==> src/rtl/imm_extend_pipe.sv <==
// Two-stage elastic immediate extender: S1 holds the raw request, S2 the decoded result.
// Define IMM_EXTEND_IW_EN to enable the IW (wide-move) format on Ctrl=100.
`timescale 1ns/1ps
module imm_extend_pipe #(
  parameter int DATA_W    = 64,
  parameter int ERR_CNT_W = 8
) (
  input  logic                 CLK,
  input  logic                 resetl,
  input  logic                 in_valid,
  output logic                 in_ready,
  input  logic [31:0]          Instr,
  input  logic [2:0]           Ctrl,
  output logic                 out_valid,
  input  logic                 out_ready,
  output logic [DATA_W-1:0]    BusImm,
  output logic                 err,
  output logic [ERR_CNT_W-1:0] err_cnt
);

  logic              s1_v;
  logic [25:0]       s1_instr;
  logic [2:0]        s1_ctrl;
  logic              s2_v;
  logic [DATA_W-1:0] s2_imm;
  logic              s2_err;
  logic              accept;
  logic              s2_load;
  logic              deliver;
  logic [63:0]       dec_imm;
  logic              dec_err;

  // No format reads above bit 25, so only those bits are stored.
  logic unused_instr;
  assign unused_instr = ^Instr[31:26];

  assign in_ready = !s1_v || !s2_v || out_ready;
  assign accept   = in_valid && in_ready;
  assign s2_load  = s1_v && (!s2_v || out_ready);
  assign deliver  = s2_v && out_ready;

  always_comb begin
    dec_imm = '0;
    dec_err = 1'b0;
    case (s1_ctrl)
      3'b000:  dec_imm = {{52{s1_instr[21]}}, s1_instr[21:10]};
      3'b001:  dec_imm = {{55{s1_instr[20]}}, s1_instr[20:12]};
      3'b010:  dec_imm = {{38{s1_instr[25]}}, s1_instr[25:0]};
      3'b011:  dec_imm = {{45{s1_instr[23]}}, s1_instr[23:5]};
`ifdef IMM_EXTEND_IW_EN
      3'b100: begin
        // A 32-bit result cannot hold halfword positions 2 and 3.
        if ((DATA_W == 32) && s1_instr[22])
          dec_err = 1'b1;
        else
          dec_imm = {48'd0, s1_instr[20:5]} << {s1_instr[22:21], 4'b0000};
      end
`endif
      default: dec_err = 1'b1;
    endcase
  end

  generate
    if (DATA_W < 64) begin : g_narrow
      logic unused_hi;
      assign unused_hi = ^dec_imm[63:DATA_W];
    end
  endgenerate

  always_ff @(posedge CLK or negedge resetl) begin
    if (!resetl) begin
      s1_v     <= 1'b0;
      s1_instr <= '0;
      s1_ctrl  <= '0;
      s2_v     <= 1'b0;
      s2_imm   <= '0;
      s2_err   <= 1'b0;
      err_cnt  <= '0;
    end else begin
      if (accept) begin
        s1_v     <= 1'b1;
        s1_instr <= Instr[25:0];
        s1_ctrl  <= Ctrl;
      end else if (s2_load) begin
        s1_v <= 1'b0;
      end

      if (s2_load) begin
        s2_v   <= 1'b1;
        s2_imm <= dec_imm[DATA_W-1:0];
        s2_err <= dec_err;
      end else if (deliver) begin
        s2_v <= 1'b0;
      end

      if (deliver && s2_err && (err_cnt != {ERR_CNT_W{1'b1}}))
        err_cnt <= err_cnt + ERR_CNT_W'(1);
    end
  end

  assign out_valid = s2_v;
  assign BusImm    = s2_imm;
  assign err       = s2_err;

endmodule
==> config.mk <==
export PLATFORM = sky130hd
export DESIGN_NAME = imm_extend_pipe
export DESIGN_NICKNAME = d
export VERILOG_FILES = /design/src/rtl/imm_extend_pipe.sv
export SDC_FILE = /design/constraint.sdc
export NUM_CORES = 1
export LEC_CHECK = 0
export ABC_AREA = 1
export BUFFER_PORTS_ARGS = -buffer_cell sky130_fd_sc_hd__buf_2
export CAP_MARGIN = 20
export CELL_PAD_IN_SITES_DETAIL_PLACEMENT = 1
export CELL_PAD_IN_SITES_GLOBAL_PLACEMENT = 1
export CORE_UTILIZATION = 25
export CTS_CLUSTER_DIAMETER = 60
export DETAILED_ROUTE_END_ITERATION = 16
export GPL_ROUTABILITY_DRIVEN = 0
export GPL_TIMING_DRIVEN = 0
export MAX_ROUTING_LAYER = met4
export PLACE_DENSITY = 0.71
export RECOVER_POWER = 100
export SKIP_CTS_REPAIR_TIMING = 1
export SLEW_MARGIN = 15
export SYNTH_ARGS = -nofsm -noshare
export SYNTH_HDL_FRONTEND = slang
export SYNTH_SLANG_ARGS = --single-unit
==> constraint.sdc <==
create_clock -name CLK -period 2.15 [get_ports CLK]
set_input_delay 0.5375 -clock CLK [delete_from_list [all_inputs] [get_ports CLK]]
set_output_delay 0.5375 -clock CLK [all_outputs]
set_load 0.02 [all_outputs]
==> results of run 1 <==
[cells by family after synthesis]
family,Yosys count,share of synthesized area [%]
AOI/OAI and AO/OA,31,4.319
xor gates and xnor gates,4,0.9754
adders and majority gates,1,0.3483
buffers and inverters,76,13.76
DFF,66,45.98
and+or+nand+nor,286,34.62
[state kept, by name (all words and copies together), names as in the netlist]
signal and cells:
s1_ctrl 3, BusImm 26, out_valid 1, s1_instr 26, err 1, err_cnt 8, s1_v 1
[worst min-delay path: stages]
cell,delay (ns)
buf_2,0.07
nand3_1,0.06
nand2_1,0.06
[where the power goes]
part	internal [mW]	total, mW	switching (mW)	leakage (nW)
logic	0.674	1.82	1.14	1.57
registers	1.50	1.80	0.298	0.832
clock network	0.834	1.34	0.507	0.132
total	3.01	4.96	1.95	2.53
[layer usage]
metal	vias up	wire length (um)	share of wire, %	global-route usage (%)
met5	-	0	0	-
met4	0	299	2.8	6.944
met3	20	588	5.5	3.371
met2	110	5023	47	25.35
met1	1656	4750	45	19.34
li1	1703	-	-	-
[layout by cell type, fill, tap and decap left out, drive strengths merged]
cell type / n
nand3: 65
clkinv: 1
xnor2: 3
xor2: 1
buf: 80
o21ai: 26
nand3b: 3
nand4: 17
a21oi: 5
clkinvlp: 1
dfrtp: 66
nor2: 13
ha: 1
inv: 12
clkbuf: 103
nand2: 188
[final cells by class]
class / count / area [um^2]
plain buffers: 63 / 425.4
clock buffers: 13 / 260.3
clock inverters: 2 / 12.51
fillers: 1760 / 9368
inverters: 12 / 45.04
multi-input cells: 322 / 1441
flip-flops and latches: 66 / 1653
well taps: 180 / 225.2
repair buffers: 107 / 504.2
[worst paths after layout]
check                                to  slack [ns]  depth (start not counted)
min                        s1_instr[14]        0.44                          3
max                          BusImm[54]        0.16                          2
max in group asynchronous           err        0.53                          1
min reg2reg                s1_instr[24]        0.48                          2
min in group asynchronous     BusImm[3]        0.63                          1
max reg2reg                   BusImm[0]        0.31                          8
[stage by stage]
stage,TNS [ns],power [mW],hold slack [ns],utilization [%],std cells
after floorplan,0,3.067,0.2419,-,464
after global placement,0,3.691,0.4633,31.20,750
after detailed placement,0,3.770,0.4652,31.36,751
after CTS,-9.395,5.151,0.1355,33.32,766
after global routing,0,5.300,0.4504,32.77,765
final,0,4.959,0.4368,32.77,765
==> impl_metrics.csv, run 1 <==
group,metric,value,unit
outcome,outcome,"complete, but fails checks",
outcome,violations,"max-capacitance violations, max-slew violations",
global_routing,grt_pass1_vias,3470,
clock_network,cts_buffers,9,
synthesis,synth_area,3592,um^2
synthesis,yosys_warnings,0,
global_routing,gr-total-overflow,0,
worst_setup_path,worstPathMaxFanout,40,
flow_run,maxCapViolCount,1,
pwr,p_per_area,1086,nW/um^2
detailed_routing,viasPerCell,4.561,
synthesis,synth_top_area_share,45.98,%
timing,hold_viol,0,
synthesis,synth_seq_area_share,45.98,%
worst_setup_path,arrival,1.45,ns
cells_and_area,nNetsFinal,621,
global_routing,antenna_found_initial,0,
floorplanning,rows,43,
worst_setup_path,slowest_delay,0.71,ns
worst_setup_path,slowest_stage,"dfrtp_2",
synthesis,avgSynthCellArea,7.742,um^2
worst_setup_path,path_delay_family,"flip-flops",
cells_and_area,syn_to_final_growth,27.13,%
timing,fmax,0.5020,GHz
synthesis,ys_top_cells_by_area,"dfrtp_1 (46%), nand2_1 (19%), nand3_1 (8.8%), buf_4 (8.6%), nand4_1 (3.0%)",
placed_design,post_dp_cell_area,4370,um^2
detailed_routing,drt_iter0_markers,166,
worst_setup_path,crit_type,"reg -> out",
synthesis,ys_ff_latch,66,
clock_network,clock_path_buffers,2,
cells_and_area,design_area,4567,um^2
global_routing,grt_pass1_wl,17.69,mm
timing,tightest_slew,1.682,ns
placed_design,portBuffers,106,
timing,period_minus_slack,1.992,ns
synthesis,synth_top_area_cell,"dfrtp_1",
cells_and_area,antennaDiodeCount,0,
floorplanning,initial_core_util,25.78,%
clock_network,clock_latency,0.33,ns
synthesis,synth-async-reset-ratio,100.0,%
detailed_routing,wl_per_cell,13.94,um
placed_design,dp_hpwl,8.354,mm
hold_path,worstHoldStart,"Instr[14]",
synthesis,yosysUniqueCellTypes,23,
worst_setup_path,timing.rr.start,"s1_ctrl[1]",
detailed_routing,vias,3489,
pwr,p_leak,2.529,nW
worst_setup_path,critPathLaunch,"BusImm[62]",
floorplanning,die_w,121.9,um
timing,fin_crit_sh,92.65,%
placed_design,pre_cts_slack,0.1020,ns
hold_path,min_path_type,"in -> reg",
global_routing,grt_use_total,15.92,%
synthesis,synth_cells,464,
worst_setup_path,end_kind,"primary output",
global_routing,grt_max_degree,41,
synthesis,synth_edf_count,0,
worst_setup_path,startpoint_type,"register",
clock_network,cts.sinks,66,
detailed_routing,postRouteAntennaNets,0,
worst_setup_path,cp_num_buf_inv,2,
synthesis,ys.flop_type,"dfrtp_1",
detailed_routing,post-route-drc-count,0,
floorplanning,io_pins,114,
floorplanning,core,13930,um^2
pwr,peakVddDrop,369.0,uV
detailed_routing,routed_wl,10.66,mm
synthesis,yosysMostFrequentCell,"nand2_1",
timing,finalSetupViolCount,0,
timing,maxSlewHeadroom,-12.12,%
floorplanning,die_area,14850,um^2
detailed_routing,dr.pass1.iters,4,
timing,finalClockSkew,0.004756,ns
clock_network,htreeDepth,3,
timing,maxSlewViolCount,29,
timing,fin_ws,0.1580,ns
clock_network,cts_tree,"built",
worst_setup_path,cp.required,1.61,ns
clock_network,clkSlewWorstSetupHoldPaths,0.05,ns
cells_and_area,drive_gt1_share,24.10,%
synthesis,synth_fp_nets,504,
timing,rsz0062_at_grt,"no",
floorplanning,fp.dieH,121.9,um
worst_setup_path,path_cells,"clkbuf_4, buf_2",
clock_network,cts_root_buffer,"clkbuf_16",
synthesis,synth_common_cells,"nand2_1 (185), dfrtp_1 (66), nand3_1 (63)",
Power figures use the tool's default switching activity.
==> run 2: changes to the inputs <==
Settings changed: MAX_ROUTING_LAYER met4 to default.
==> run 2 against run 1 <==
The flow still finishes with violations (max-capacitance violations, max-slew violations). Count of clock-buffer cells in the layout did not move. Flip-flop and latch count did not move. Combinational power is essentially flat. Largest power group unchanged.
==> impl_metrics.csv, run 2 (same netlist as run 1, synthesis figures left out) <==
group,metric,value,unit
floorplanning,io_pins,114,
placed_design,placed_cells,751,
clock_network,cts_root_buffer,"clkbuf_16",
global_routing,grt_max_degree,41,
floorplanning,initial_core_util,25.78,%
clock_network,cts_tree,"built",
cells_and_area,nNetsFinal,622,
worst_setup_path,timing.rr.start,"s1_ctrl[1]",
timing,fmax,0.4991,GHz
outcome,outcome,"complete, but fails checks",
floorplanning,fp.dieH,121.9,um
floorplanning,rows,43,
cells_and_area,final_common_cell,"nand2_1",
worst_setup_path,slowest_delay,0.57,ns
worst_setup_path,worst-r2r-cell-count,8,
timing,tightest_slew,1.678,ns
detailed_routing,routed_wl,10.74,mm
timing,finalSetupViolCount,0,
clock_network,cts_buffers,9,
clock_network,cts.sinks,66,
cells_and_area,multi_input_area,1441,um^2
hold_path,hold_depth,3,
worst_setup_path,end_kind,"primary output",
pwr,peakVddDrop,368.4,uV
hold_path,min_path_type,"in -> reg",
detailed_routing,dr.pass1.iters,7,
timing,hold_viol,0,
outcome,violations,"max-capacitance violations, max-slew violations",
detailed_routing,vias,3501,
floorplanning,core,13930,um^2
worst_setup_path,startpoint_type,"register",
clock_network,clock_path_buffers,2,
detailed_routing,viasPerCell,4.570,
cells_and_area,fillers,1763,
cells_and_area,layout.cells.non_filler,766,
global_routing,gr-total-overflow,0,
timing,fin_ws,0.1463,ns
global_routing,grt_pass1_vias,3479,
detailed_routing,post-route-drc-count,0,
placed_design,pre_cts_slack,0.1020,ns
clock_network,clock_latency,0.33,ns
global_routing,grt_pass1_wl,17.69,mm
cells_and_area,design_area,4561,um^2
placed_design,dp_hpwl,8.354,mm
worst_setup_path,critPathLaunch,"BusImm[62]",
timing,period_minus_slack,2.004,ns
cells_and_area,syn_to_final_growth,26.96,%
worst_setup_path,path_cells,"buf_6, buf_4, clkbuf_1",
hold_path,worstHoldStart,"Instr[14]",
worst_setup_path,crit_type,"reg -> out",
floorplanning,die_w,121.9,um
pwr,p_per_area,1089,nW/um^2
timing,maxSlewViolCount,29,
cells_and_area,drive_gt1_share,21.84,%
worst_setup_path,slowest_stage,"dfrtp_2",
worst_setup_path,worstPathMaxFanout,23,
global_routing,grt_use_total,15.47,%
global_routing,antenna_found_initial,0,
worst_setup_path,cp.required,1.61,ns
clock_network,clkSlewWorstSetupHoldPaths,0.05,ns
clock_network,htreeDepth,3,
detailed_routing,drt_iter0_markers,153,
detailed_routing,wl_per_cell,14.03,um
cells_and_area,antennaDiodeCount,0,
pwr,totalPowerFinal,4.966,mW
timing,maxSlewHeadroom,-11.88,%
worst_setup_path,arrival,1.47,ns
detailed_routing,postRouteAntennaNets,0,
pwr,p_leak,2.487,nW
flow_run,maxCapViolCount,1,
placed_design,portBuffers,106,
placed_design,post_dp_cell_area,4370,um^2
cells_and_area,final_cell_mix,"nand2_1 (186), clkbuf_1 (67), dfrtp_1 (65)",
floorplanning,die_area,14850,um^2
timing,rsz0062_at_grt,"no",
timing,finalClockSkew,0.004622,ns
cells_and_area,regArea,1653,um^2
timing,tns,0,ns
timing,fin_crit_sh,93.20,%
## run 2: cell type report
| type | instances | area share (%) |
|---|---|---|
| flip-flops and latches | 66 | 36.24 |
| inverters | 12 | 0.9877 |
| clock inverters | 2 | 0.2743 |
| repair buffers | 108 | 10.92 |
| clock buffers | 13 | 5.706 |
| multi-input cells | 322 | 31.60 |
| plain buffers | 63 | 9.328 |
| well taps | 180 | 4.938 |
## run 2: worst max-delay path: cells and delay by family, from the launching register on
family	cells	cell delay (ns)
flip-flops	1	0.57
buffers and inverters	3	0.57
## run 2: per-layer routing
metal  vias to the layer above  share of wire, %  global-route usage (%)
met4                         0               3.0                   6.944
li1                       1708                 -                       -
met3                        22               6.2                   3.371
met5                         -                 0                       0
met1                      1648                44                   19.37
met2                       123                47                   25.35
## run 2: power by group
| group | leakage [nW] | internal [mW] | switching (mW) |
|---|---|---|---|
| registers | 0.832 | 1.50 | 0.281 |
| clock network | 0.132 | 0.834 | 0.507 |
| logic | 1.52 | 0.670 | 1.17 |
| total | 2.49 | 3.01 | 1.96 |
## run 2: per-stage QoR
stage          hold slack (ns)  utilization (%)
3_3_place_gp            0.4633            31.20
2_1_floorplan           0.2419                -
4_1_cts                 0.1355            33.32
5_1_grt                 0.4504            32.73
6_report                0.4373            32.73
3_5_place_dp            0.4652            31.36
## run 2: final timing paths
kind                           endpoint  slack (ns)
setup / recovery             BusImm[58]        0.15
hold / removal             s1_instr[14]        0.44
setup reg to reg              BusImm[0]        0.29
hold reg to reg             s1_instr[4]        0.48
max in group asynchronous           err        0.54
min in group asynchronous     BusImm[3]        0.63
